File: src/rtl/pipeline_pkg.sv
// Shared types for the pipeline hazard controller.
//   fwd_sel_e    : operand-forward select encodings (register file, W stage, M stage)
//   wait_state_e : data-memory wait FSM states
//   hazard_t     : bundle of stall/flush controls driven to the pipeline
package pipeline_pkg;

  typedef enum logic [1:0] {
    FWD_REG = 2'b00,
    FWD_W   = 2'b01,
    FWD_M   = 2'b10
  } fwd_sel_e;

  typedef enum logic {
    ST_IDLE = 1'b0,
    ST_WAIT = 1'b1
  } wait_state_e;

  typedef struct packed {
    logic stall_f;
    logic stall_d;
    logic stall_e;
    logic stall_m;
    logic flush_d;
    logic flush_e;
    logic flush_w;
  } hazard_t;

endpackage

File: src/rtl/mem_wait_fsm.sv
// Data-memory wait tracker with timeout.
//   clk, rst  : clock, asynchronous active-low reset
//   i_req     : M-stage data-memory request
//   i_ack     : data-memory acknowledge
//   o_stall   : memory stall for this cycle (request outstanding, not acked)
//   o_err     : one-cycle pulse when the wait times out
// After a timeout the same request is ignored; a new stall can only start once
// the request has dropped for at least one cycle.
module mem_wait_fsm
  import pipeline_pkg::*;
#(
  parameter int TIMEOUT = 64
) (
  input  logic clk,
  input  logic rst,
  input  logic i_req,
  input  logic i_ack,
  output logic o_stall,
  output logic o_err
);

  localparam int            CW   = (TIMEOUT > 2) ? $clog2(TIMEOUT) : 1;
  // r_cnt is cleared in the IDLE cycle that raises the stall, so in WAIT
  // r_cnt+1 stall cycles have already elapsed; the error fires on the cycle
  // where TIMEOUT-1 stall cycles lie behind us.
  localparam logic [CW-1:0] LAST = CW'(TIMEOUT - 2);

  wait_state_e   r_state;
  wait_state_e   w_next;
  logic [CW-1:0] r_cnt;
  logic          r_blk;
  logic          w_raw;
  logic          w_timeout;

  assign w_raw     = i_req & ~i_ack;
  assign w_timeout = (r_state == ST_WAIT) && w_raw && (r_cnt == LAST);

  // NOTE: sequential state uses non-blocking assignments so every register
  // samples the pre-edge values, independent of block ordering.
  always_ff @(posedge clk or negedge rst) begin
    if (!rst) r_state <= ST_IDLE;
    else      r_state <= w_next;
  end

  // NOTE: every always_comb output gets a default first so no path leaves it
  // unassigned and no latch is inferred.
  always_comb begin
    w_next = r_state;
    case (r_state)
      ST_IDLE: if (w_raw && !r_blk)         w_next = ST_WAIT;
      ST_WAIT: if (!w_raw || w_timeout)     w_next = ST_IDLE;
      default:                              w_next = ST_IDLE;
    endcase
  end

  always_comb begin
    o_stall = 1'b0;
    o_err   = 1'b0;
    case (r_state)
      ST_IDLE: o_stall = w_raw & ~r_blk;
      ST_WAIT: begin
        o_stall = w_raw & ~w_timeout;
        o_err   = w_timeout;
      end
      default: ;
    endcase
  end

  always_ff @(posedge clk or negedge rst) begin
    if (!rst) begin
      r_cnt <= '0;
      r_blk <= 1'b0;
    end else begin
      if (r_state == ST_IDLE) r_cnt <= '0;
      else                    r_cnt <= r_cnt + 1'b1;
      if (w_timeout)   r_blk <= 1'b1;
      else if (!i_req) r_blk <= 1'b0;
    end
  end

endmodule

File: src/rtl/pipeline_ctrl.sv
// Hazard controller for a five-stage pipeline.
//   clk, rst                 : clock, asynchronous active-low reset
//   Rs1_D, Rs2_D             : decode-stage source registers
//   Rs1_E, Rs2_E, RD_E       : execute-stage sources / destination
//   ResultSrcE, PCSrcE       : E-stage load flag, taken branch
//   RegWriteM/W, RD_M/W      : writeback info of M and W stages
//   MemReqM, MemAckM         : data-memory handshake
//   ForwardAE, ForwardBE     : operand-forward selects
//   StallF..StallM, FlushD/E/W : pipeline control
//   MemErr                   : memory-timeout pulse
//   StallCnt, FlushCnt       : saturating counts of StallF / FlushD cycles
// Priority: memory stall > taken branch > load-use stall.
module pipeline_ctrl
  import pipeline_pkg::*;
#(
  parameter int REG_AW  = 5,
  parameter int CNT_W   = 16,
  parameter int TIMEOUT = 64
) (
  input  logic              clk,
  input  logic              rst,
  input  logic [REG_AW-1:0] Rs1_D,
  input  logic [REG_AW-1:0] Rs2_D,
  input  logic [REG_AW-1:0] Rs1_E,
  input  logic [REG_AW-1:0] Rs2_E,
  input  logic [REG_AW-1:0] RD_E,
  input  logic              ResultSrcE,
  input  logic              PCSrcE,
  input  logic              RegWriteM,
  input  logic              RegWriteW,
  input  logic [REG_AW-1:0] RD_M,
  input  logic [REG_AW-1:0] RD_W,
  input  logic              MemReqM,
  input  logic              MemAckM,
  output logic [1:0]        ForwardAE,
  output logic [1:0]        ForwardBE,
  output logic              StallF,
  output logic              StallD,
  output logic              StallE,
  output logic              StallM,
  output logic              FlushD,
  output logic              FlushE,
  output logic              FlushW,
  output logic              MemErr,
  output logic [CNT_W-1:0]  StallCnt,
  output logic [CNT_W-1:0]  FlushCnt
);

  // M stage holds the newer value, so it wins over W; x0 is never forwarded.
  function automatic fwd_sel_e fwd_sel(input logic [REG_AW-1:0] rs);
    if (RegWriteM && (RD_M != '0) && (RD_M == rs))      return FWD_M;
    else if (RegWriteW && (RD_W != '0) && (RD_W == rs)) return FWD_W;
    else                                                return FWD_REG;
  endfunction

  fwd_sel_e         w_fwd_a;
  fwd_sel_e         w_fwd_b;
  logic             w_lw_stall;
  logic             w_mem_stall;
  logic             w_mem_err;
  hazard_t          w_haz;
  logic [CNT_W-1:0] r_stall_cnt;
  logic [CNT_W-1:0] r_flush_cnt;

  assign w_fwd_a    = fwd_sel(Rs1_E);
  assign w_fwd_b    = fwd_sel(Rs2_E);
  assign w_lw_stall = ResultSrcE && (RD_E != '0) && ((RD_E == Rs1_D) || (RD_E == Rs2_D));

  mem_wait_fsm #(.TIMEOUT(TIMEOUT)) u_mem_wait (
    .clk     (clk),
    .rst     (rst),
    .i_req   (MemReqM),
    .i_ack   (MemAckM),
    .o_stall (w_mem_stall),
    .o_err   (w_mem_err)
  );

  always_comb begin
    w_haz = '0;
    if (w_mem_stall) begin
      w_haz.stall_f = 1'b1;
      w_haz.stall_d = 1'b1;
      w_haz.stall_e = 1'b1;
      w_haz.stall_m = 1'b1;
      w_haz.flush_w = 1'b1;
    end else if (PCSrcE) begin
      w_haz.flush_d = 1'b1;
      w_haz.flush_e = 1'b1;
    end else if (w_lw_stall) begin
      w_haz.stall_f = 1'b1;
      w_haz.stall_d = 1'b1;
      w_haz.flush_e = 1'b1;
    end
  end

  // Outputs are combinational from live inputs, so they are forced quiet
  // while reset is asserted.
  assign ForwardAE = rst ? w_fwd_a : FWD_REG;
  assign ForwardBE = rst ? w_fwd_b : FWD_REG;
  assign StallF    = rst & w_haz.stall_f;
  assign StallD    = rst & w_haz.stall_d;
  assign StallE    = rst & w_haz.stall_e;
  assign StallM    = rst & w_haz.stall_m;
  assign FlushD    = rst & w_haz.flush_d;
  assign FlushE    = rst & w_haz.flush_e;
  assign FlushW    = rst & w_haz.flush_w;
  assign MemErr    = rst & w_mem_err;

  always_ff @(posedge clk or negedge rst) begin
    if (!rst) begin
      r_stall_cnt <= '0;
      r_flush_cnt <= '0;
    end else begin
      if (StallF && (r_stall_cnt != '1)) r_stall_cnt <= r_stall_cnt + 1'b1;
      if (FlushD && (r_flush_cnt != '1)) r_flush_cnt <= r_flush_cnt + 1'b1;
    end
  end

  assign StallCnt = r_stall_cnt;
  assign FlushCnt = r_flush_cnt;

endmodule

File: config.mk
export PLATFORM = sky130hd
export DESIGN_NAME = pipeline_ctrl
export DESIGN_NICKNAME = d
export VERILOG_FILES = /design/src/rtl/pipeline_pkg.sv /design/src/rtl/mem_wait_fsm.sv /design/src/rtl/pipeline_ctrl.sv
export SDC_FILE = /design/constraint.sdc
export NUM_CORES = 1
export LEC_CHECK = 0
export ABC_AREA = 1
export ABC_CLOCK_PERIOD_IN_PS = 2700
export BUFFER_PORTS_ARGS = -buffer_cell sky130_fd_sc_hd__clkbuf_2
export CAP_MARGIN = 20
export CORE_ASPECT_RATIO = 0.6
export CORE_MARGIN = 4
export CORE_UTILIZATION = 56
export DETAILED_ROUTE_END_ITERATION = 6
export PLACE_DENSITY = 0.86
export SLEW_MARGIN = 20
export SYNTH_ARGS = -nofsm -noshare
export SYNTH_HDL_FRONTEND = slang
export SYNTH_SLANG_ARGS = --single-unit
File: constraint.sdc
create_clock -name clk -period 2.7 [get_ports clk]
set_clock_uncertainty 0.1 [all_clocks]
set_input_delay 0.135 -clock clk [delete_from_list [all_inputs] [get_ports clk]]
set_output_delay 0.135 -clock clk [all_outputs]
set_load 0.02 [all_outputs]
== Word level (Yosys, flattened, before mapping) ==
Cells that the tools add are included.
Word-level totals
  memories: 0
  word-level logic and storage cells: 76
  RAM bits: 0
  bits in latches: 0
  ROM bits: 0
  register bits: 40
  input port bits: 43
Cells by class
  multipliers: 0
  equality and inequality tests: 10
  mux-type cells: 23
  div/mod/pow operators: 0
  reduce and logical (&&, ||, !) cells: 20
  add/subtract/negate cells: 3
  shift operators: 0
  $lt $le $gt $ge: 0
  bitwise gates (word level): 15
Operator list (count)
  $add 16x1->16 const B: 2
  $ne 16x16->1 const B: 2
  $eq 5x5->1: 6
  $mux 2: 9
  $reduce_bool 5->1: 3
  $logic_and 1x1->1: 13
  $and 1x1->1: 11
  $mux 1: 11
  $add 6x1->6 const B: 1
  $eq 6x6->1 const B: 1
  $mux 6: 1
  $not 1->1: 4
  $pmux 1 s2: 2
  $logic_not 1->1: 2
  $logic_or 1x1->1: 2
  $ne 2x1->1 const B: 1

== Logic depth before layout (Yosys ltp) ==
Gate-level depths: netlist of the first run.
  depth in word-level cells: 10
  gate-level depth with buffers: 12
  gate-level depth less buffers: 11

== Modules after synthesis ==
A second synthesis of the first run with hierarchy kept.
Unflattened totals
  cells, all modules: 377
  area, all modules: 2751.4 sq um
By module, submodules not included
  pipeline_ctrl: instances 1, area each 2353.5 sq um, cells each 328
  mem_wait_fsm: instances 1, area each 397.9 sq um, cells each 49

== Least setup slack after synthesis of the first run ==
No wires, ideal clock.
  path type: register -> register
  start: register r_flush_cnt[0], in the netlist FlushCnt[0]
  end: register r_flush_cnt[4], in the netlist FlushCnt[4]
  clock period less this slack: 1.950 ns
  required time: 2.480 ns
  setup slack: 0.750 ns
  data arrival time: 1.729 ns
  stages on the path, launching flop included: 12
  cell sequence: dfrtp_1 > ha_1 > nand2_1 > nor3_4 > nand2_2 > nor2_2 > nand2_2 > nand2_4 > inv_4 > buf_8 > nand3b_2 > nand2_1
Between the ends
  longest elaborated chain between the ends: 2
  elaborated cells between the ends (all ways): 3
  those cells by class: add/sub: 1; eq/ne: 1; reduce/logical: 1
Ends and longest elaborated chain
  from (decl): RTL line pipeline_ctrl.sv:63  | logic [CNT_W-1:0] r_flush_cnt;
  from (signal assigned): RTL line pipeline_ctrl.sv:115  | if (FlushD && (r_flush_cnt != '1)) r_flush_cnt <= r_flush_cnt + 1'b1;
  parallel branches: the longest is 2 deep, another holds $add 16x1->16
Parallel ways; which one is timed is not known.
A chain may end at the register's enable or synchronous reset.

== Worst setup path in the final report of the first run ==
  start: input port rst
  end: output port StallD
Between the ends
  longest elaborated chain between the ends: 1
Ends and longest elaborated chain
  from (decl): RTL line pipeline_ctrl.sv:21  | input logic rst,
  $and 1x1->1: RTL line pipeline_ctrl.sv:101  | assign StallD = rst & w_haz.stall_d;
  to (decl): RTL line pipeline_ctrl.sv:38  | output logic StallD,
No other way between the ends.

==> results.md, run 1 <==
* Bufs and invs on worst path at 4
* Max Cap Viol at 0
* Fin crit period at 2150 ps
* Max Slew Vio Count at 0
* First-pass GRT wire length at 12400 microns
* Pleak at 1.83 nW
* CTS tree: yes
* Largest net degree at the start of global routing at 31
* Placed cell count at 539
* Latest clock arrival within the worst-skew pair at 290 ps
* IO Port Bufs at 86
* Core footprint at approximately 4800 sq um
* Global placer's final weighted congestion at 0.919
* I/O Pins at 87
* Max VDD drop at ~0.00047 V
* CTS Root Buffer Type: clkbuf_8
* H-tree Lvls at 2
* Final hold slack at 40.9 ps
* CP max stage delay at 520 ps
* Nets at 531
* Critical Path, Cell by Cell: dlygate4sd3_1 -> clkbuf_2 -> inv_1 -> nor2_1 -> nand3_1 -> nand2_4 -> clkbuf_2
* WS Path Type: in -> out
* Final Hold Vio Count at 0
* Final period util at 79.7%
* Area Overhead vs Synth at 18.3%
* Hold depth at 3
* Netlist cell types at 33
* Residual DRC at 0
* GR Util All Layers at 23.5%
* Crit path max fanout at 20
* Syn Std Cell Area at 2910 sq um
* Post-Syn Nets at 444
* Share of layout cells above drive strength 1 at 26.9%
* Initial Util at 60.9%
* Yosys Warn Count at 0
* Req. time, crit path at approximately 2500 ps
* Cell count along the critical path at 7
* Die height at roughly 64 microns
* Dpl hpwl at around 5600 microns
* Drt via density at around 5
* Die width at 101 microns
* Reg2Reg Depth at 10
* CP Capture Type: output port
* CP arrival at 1920 ps
* Seq/Total Area, Yosys at 34.4%
* Non-filler cells, final at approximately 550
* Die footprint at 6450 sq um
* Diodes inserted at 0
* Initial drt markers at 164
* Vias in the first global route at 2642
* RSZ-0062 raised after global routing: no
* Critical path's slowest cell: dlygate4sd3_1
* CP Launch Type: input port
* Maximum clock frequency at 0.465 GHz
* Final core utilization at 72.0%
* Pwr/cell area at 519 nW/um^2
* Setup Buffers After CTS at 0
* Commonest non-fill, non-tap cell in the layout: nand2_1
* Synth Instances at just under 400
* Setup violations, final at 0
* Total CTS buffers at 5
* Transition time of the tightest slew-check pin at approximately 400 ps
* WL final at 7080 microns
* Final TNS setup at 0 ps
* 1st-pass router iterations at 4
* Tot Pwr at between 1.5 and 2 mW
* Mapped Avg Cell Area at 7.32 sq um
* Most common cell on crit path: clkbuf_2
* Min-Delay Path Class: in -> reg
* Sink Count at 40
* Via Count at 2792
* Global route total overflow at 0
* Most frequent cells in the layout: 106 x nand2_1, 86 x clkbuf_2, 47 x inv_1, 40 x dfrtp_1, 39 x nor2_1
* WL per Instance at ~13 microns
* Bufs on Longest Clock Path at 2
* Num rows at 19
* Initial antenna violation count at 0
* Status: finished clean
* Detail Route Antenna Nets at 0
* #FFs+latches synth at 40
* Fillers at 391
* Clock transition at path regs at approximately 80 ps
* Cell family with most CP delay: buffers and inverters
* Max_slew headroom at 73.0%
-- metrics by stage --
| step | cell area (sq um) | setup WS, ps |
|---|---|---|
| 4_1_cts | 3440 | 558 |
| 6_report | 3440 | 549 |
| 2_1_floorplan | 2910 | 750 |
| 5_1_grt | 3440 | 365 |
| 3_5_place_dp | 3350 | 698 |
| 3_3_place_gp | 3350 | 780 |
-- flip-flops by register name, summed over array words and instances (netlist names) --
register / count
StallCnt: 16
u_mem_wait.r_cnt: 6
FlushCnt: 16
u_mem_wait.r_state: 1
u_mem_wait.r_blk: 1
-- tightest hold or removal path: cells and delay by family --
family | cells | cell delay (ps)
AOI/OAI and AO/OA | 1 | 90
buffers and inverters | 2 | 170
-- power breakdown --
part / leakage (nW) / internal (mW) / switching (mW)
sequential: 0.535 / 0.681 / 0.115
combinational: 1.26 / 0.217 / 0.387
clock: 0.0410 / 0.176 / 0.210
-- metal layers --
layer	wire length [microns]	global-route usage, %	up-vias
met5	0	0	-
met4	52	4.81	0
met3	323	3.70	7
met2	3280	37.5	64
met1	3420	34.0	1301
li1	-	-	1420
-- worst paths after layout --
kind | from | end | slack [ps]
worst max-delay path | rst | StallD | 550
worst min-delay path | MemReqM | u_mem_wait.r_blk$_DFFE_PN0P_ | 40
worst max register to register | FlushCnt[0]$_DFFE_PN0P_ | FlushCnt[6]$_DFFE_PN0P_ | 680
worst min register to register | u_mem_wait.r_cnt[3]$_DFF_PN0_ | u_mem_wait.r_cnt[3]$_DFF_PN0_ | 420
max in group asynchronous | rst | FlushCnt[9]$_DFFE_PN0P_ | 1630
min in group asynchronous | rst | u_mem_wait.r_cnt[4]$_DFF_PN0_ | 160
-- Yosys cell counts --
cell / count / area (sq um)
nor3_1: 10 / 50.1
o21ai_2: 8 / 70.1
nand3_2: 4 / 40.0
o41ai_1: 1 / 8.76
nand2_1: 106 / 398
xor2_1: 28 / 245
buf_2: 1 / 5.00
nor4_1: 2 / 12.5
or2_2: 2 / 12.5
ha_1: 4 / 50.1
nor2_2: 2 / 12.5
nand2_2: 11 / 68.8
inv_4: 1 / 6.26
nor2_4: 1 / 11.3
xnor2_1: 16 / 140
nor3_4: 1 / 16.3
and3_1: 1 / 6.26
dfrtp_1: 40 / 1000
nand4_1: 7 / 43.8
buf_6: 2 / 22.5
nand3b_2: 1 / 11.3
o21ai_0: 7 / 35.0
nor3_2: 1 / 10.0
buf_4: 4 / 30.0
inv_2: 2 / 7.51
nand2_4: 3 / 33.8
a21oi_1: 5 / 25.0
inv_1: 47 / 176
buf_8: 1 / 15.0
clkinv_1: 1 / 3.75
nor2_1: 39 / 146
nand3_1: 37 / 185
o21a_1: 1 / 7.51
-- final cells by class --
type | count | area (sq um) | area share, %
Timing Repair Buffer | 88 | 448 | 13.0
Clock buffer | 6 | 72.6 | 2.11
Tap cell | 63 | 78.8 | 2.29
Multi-Input combinational cell | 298 | 1640 | 47.7
Sequential cell | 40 | 1000 | 29.1
Clock inverter | 1 | 5.00 | 0.146
Inverter | 51 | 194 | 5.64
-- kinds of logic after synthesis --
family / after synthesis / synth area share (%)
AO/OA/AOI/OAI: 22 / 5.03
adder cells (fa/ha/maj): 4 / 1.72
AND/OR/NAND/NOR: 228 / 36.4
buffers and inverters: 59 / 9.17
XOR/XNOR: 44 / 13.3
flip-flops: 40 / 34.4
-- repair_timing --
action / 4_1_cts / 5_1_grt
hold buffers: 1 / 0
gates resized for setup: 0 / 0
setup endpoints to repair: 0 / 0
endpoints found under the hold margin: 10 / 0
Note: power is estimated with default switching activity, not from simulation.
==> inputs of run 2 (changes only) <==
--- a/config.mk
+++ b/config.mk
@@ -6,14 +6,14 @@
 export NUM_CORES = 1
 export LEC_CHECK = 0
 export ABC_AREA = 1
-export ABC_CLOCK_PERIOD_IN_PS = 2700
+export ABC_CLOCK_PERIOD_IN_PS = 1800
 export BUFFER_PORTS_ARGS = -buffer_cell sky130_fd_sc_hd__clkbuf_2
 export CAP_MARGIN = 20
 export CORE_ASPECT_RATIO = 0.6
 export CORE_MARGIN = 4
-export CORE_UTILIZATION = 56
+export CORE_UTILIZATION = 47
 export DETAILED_ROUTE_END_ITERATION = 6
-export PLACE_DENSITY = 0.86
+export PLACE_DENSITY = 0.77
 export SLEW_MARGIN = 20
 export SYNTH_ARGS = -nofsm -noshare
 export SYNTH_HDL_FRONTEND = slang
==> constraint.sdc (replaced) <==
create_clock -name clk -period 1.8 [get_ports clk]
set_clock_uncertainty 0.1 [all_clocks]
set_input_delay 0.09 -clock clk [delete_from_list [all_inputs] [get_ports clk]]
set_output_delay 0.09 -clock clk [all_outputs]
set_load 0.02 [all_outputs]
==> results.md, run 2 (synthesized netlist as in run 1, its figures left out) <==
* Cell family with most CP delay: simple AND/OR/NAND/NOR gates
* 1st-pass router iterations at 4
* WL final at 7820 microns
* Initial drt markers at 156
* Residual DRC at 0
* Min-Delay Path Class: in -> reg
* Final Hold Vio Count at 0
* Die footprint at between 7000 and 8000 sq um
* Critical Path, Cell by Cell: inv_1 -> ha_1 -> nand4_1 -> nand2_2 -> nand2_4 -> nor2_4 -> nand2_1 -> nand2_1 -> buf_4
* Share of layout cells above drive strength 1 at 34.3%
* DP Worst Slack at 2.00 ps
* WS Path Type: reg -> out
* Initial Util at 50.3%
* IO Port Bufs at 86
* Die width at 110 microns
* Sink Count at 40
* Via Count at 2887
* CTS Root Buffer Type: clkbuf_8
* Maximum clock frequency at ~0.57 GHz
* Latest clock arrival within the worst-skew pair at 290 ps
* Core footprint at 5780 sq um
* Detail Route Antenna Nets at 0
* Setup violations, final at 0
* Nets at 562
* Final period util at approximately 98%
* Pwr/cell area at ~750 nW/um^2
* Diodes inserted at 0
* CP max stage delay at 380 ps
* Initial antenna violation count at 0
* Max_slew headroom at roughly 66%
* Num rows at 21
* GR Util All Layers at 20.8%
* Final core utilization at 65.5%
* Most frequent cells in the layout: 102 x nand2_1, 79 x clkbuf_2, 45 x inv_1, 38 x nor2_1
* Transition time of the tightest slew-check pin at 508 ps
* Final WS setup at 31.1 ps
* Pleak at 2.01 nW
* Max VDD drop at 0.000378 V
* Commonest non-fill, non-tap cell in the layout: nand2_1
* Bufs on Longest Clock Path at 2
* Largest net degree at the start of global routing at 41
* I/O Pins at between 80 and 90
* Vias in the first global route at about 2600
* Max Cap Viol at 0
* Final TNS setup at 0 ps
* Req. time, crit path at 1610 ps
* Fin crit period at 1770 ps
* Most common cell on crit path: nand2_1
* Status: finished clean
* Dpl hpwl at 6210 microns
* Global route total overflow at 0
* H-tree Lvls at 2
* CTS tree: yes
* Drt via density at 4.84
* CP Capture Type: output port
* Critical path's slowest cell: dfrtp_1
* Total CTS buffers at 5
* Bufs and invs on worst path at 2
* Die height at 68.9 microns
* CP Launch Type: flop
* CP arrival at approximately 1600 ps
* Clock transition at path regs at about 70 ps
* WL per Instance at 13.1 microns
* RSZ-0062 raised after global routing: yes
* Area Overhead vs Synth at 30.3%
* Global placer's final weighted congestion at 0.954
* Max Slew Vio Count at 0
* First-pass GRT wire length at 12200 microns
* Crit path max fanout at 3
-- run 2: changes by cell type in the layout (fill, tap and decap cells not counted), moves of 2 or more --
| cell | delta |
|---|---|
| inv_2 | +3 |
| dfrtp_1 | -4 |
| dfrtp_2 | +4 |
| buf_2 | +3 |
| buf_4 | +34 |
| nor2_4 | +2 |
| nand2_1 | -4 |
| inv_1 | -2 |
| clkbuf_2 | -7 |
| nand2_2 | +2 |
-- run 2: cell type report --
cell class                 instances  area [sq um]
timing repair buffer             119           694
fill                             496          1990
clock inverter                     1          5.00
tap                               80           100
inverter                          51           199
sequential                        40          1010
multi-input combinational        298          1710
clock buffer                       7          76.3
-- run 2: final timing paths --
| check | start | to | slack, ps | depth (start not counted) |
|---|---|---|---|---|
| max reg2reg | FlushCnt[1]$_DFFE_PN0P_ | FlushCnt[15]$_DFFE_PN0P_ | 50 | 9 |
| max | u_mem_wait.r_cnt[0]$_DFF_PN0_ | FlushE | 30 | 9 |
| max in group asynchronous | rst | StallCnt[1]$_DFFE_PN0P_ | 810 | 3 |
| min in group asynchronous | rst | FlushCnt[9]$_DFFE_PN0P_ | 400 | 3 |
| min reg2reg | StallCnt[15]$_DFFE_PN0P_ | StallCnt[15]$_DFFE_PN0P_ | 400 | 2 |
| min | MemReqM | u_mem_wait.r_blk$_DFFE_PN0P_ | 40 | 3 |
-- run 2: worst register-to-register path: stages, from the launching register on --
cell     delay [ps]
dfrtp_2         390
ha_4            160
nand2_4          70
nor3_4          270
nand2_2         120
nor2_4          140
nand2_2          70
nand2_4         100
buf_6           130
o21ai_0         100
-- run 2: metrics by stage --
stage | instance area (sq um) | hold slack (ps) | total power [mW] | instances
final | 3790 | 41.9 | 2.84 | 596
after global routing | 3790 | 66.8 | 3.04 | 596
after CTS | 3690 | 26.7 | 2.82 | 591
after detailed placement | 3570 | 162 | 2.23 | 579
after global placement | 3570 | 156 | 2.20 | 579
after floorplan | 2930 | -306 | 1.83 | 397
-- run 2: routing by layer --
metal	up-vias	global-route usage (%)	part of all wire (%)
met2	66	32.2	45
met1	1331	30.7	49
met4	0	3.27	0.73
met3	7	4.09	5.7
li1	1483	-	-
met5	-	0	0
-- run 2: repair_timing --
action                                  CTS  global route
resized for setup                         2            27
hold endpoints to repair                 40             0
setup buffers                             3             5
hold buffers                              1             0
pin swaps                                 2             4
endpoints found under the setup margin   11            37
-- run 2: report_power, final --
part	internal [mW]	switching (mW)	leakage (nW)	total (mW)
clock	0.272	0.304	0.0422	0.576
sequential	1.03	0.149	0.531	1.18
combinational	0.429	0.657	1.44	1.09
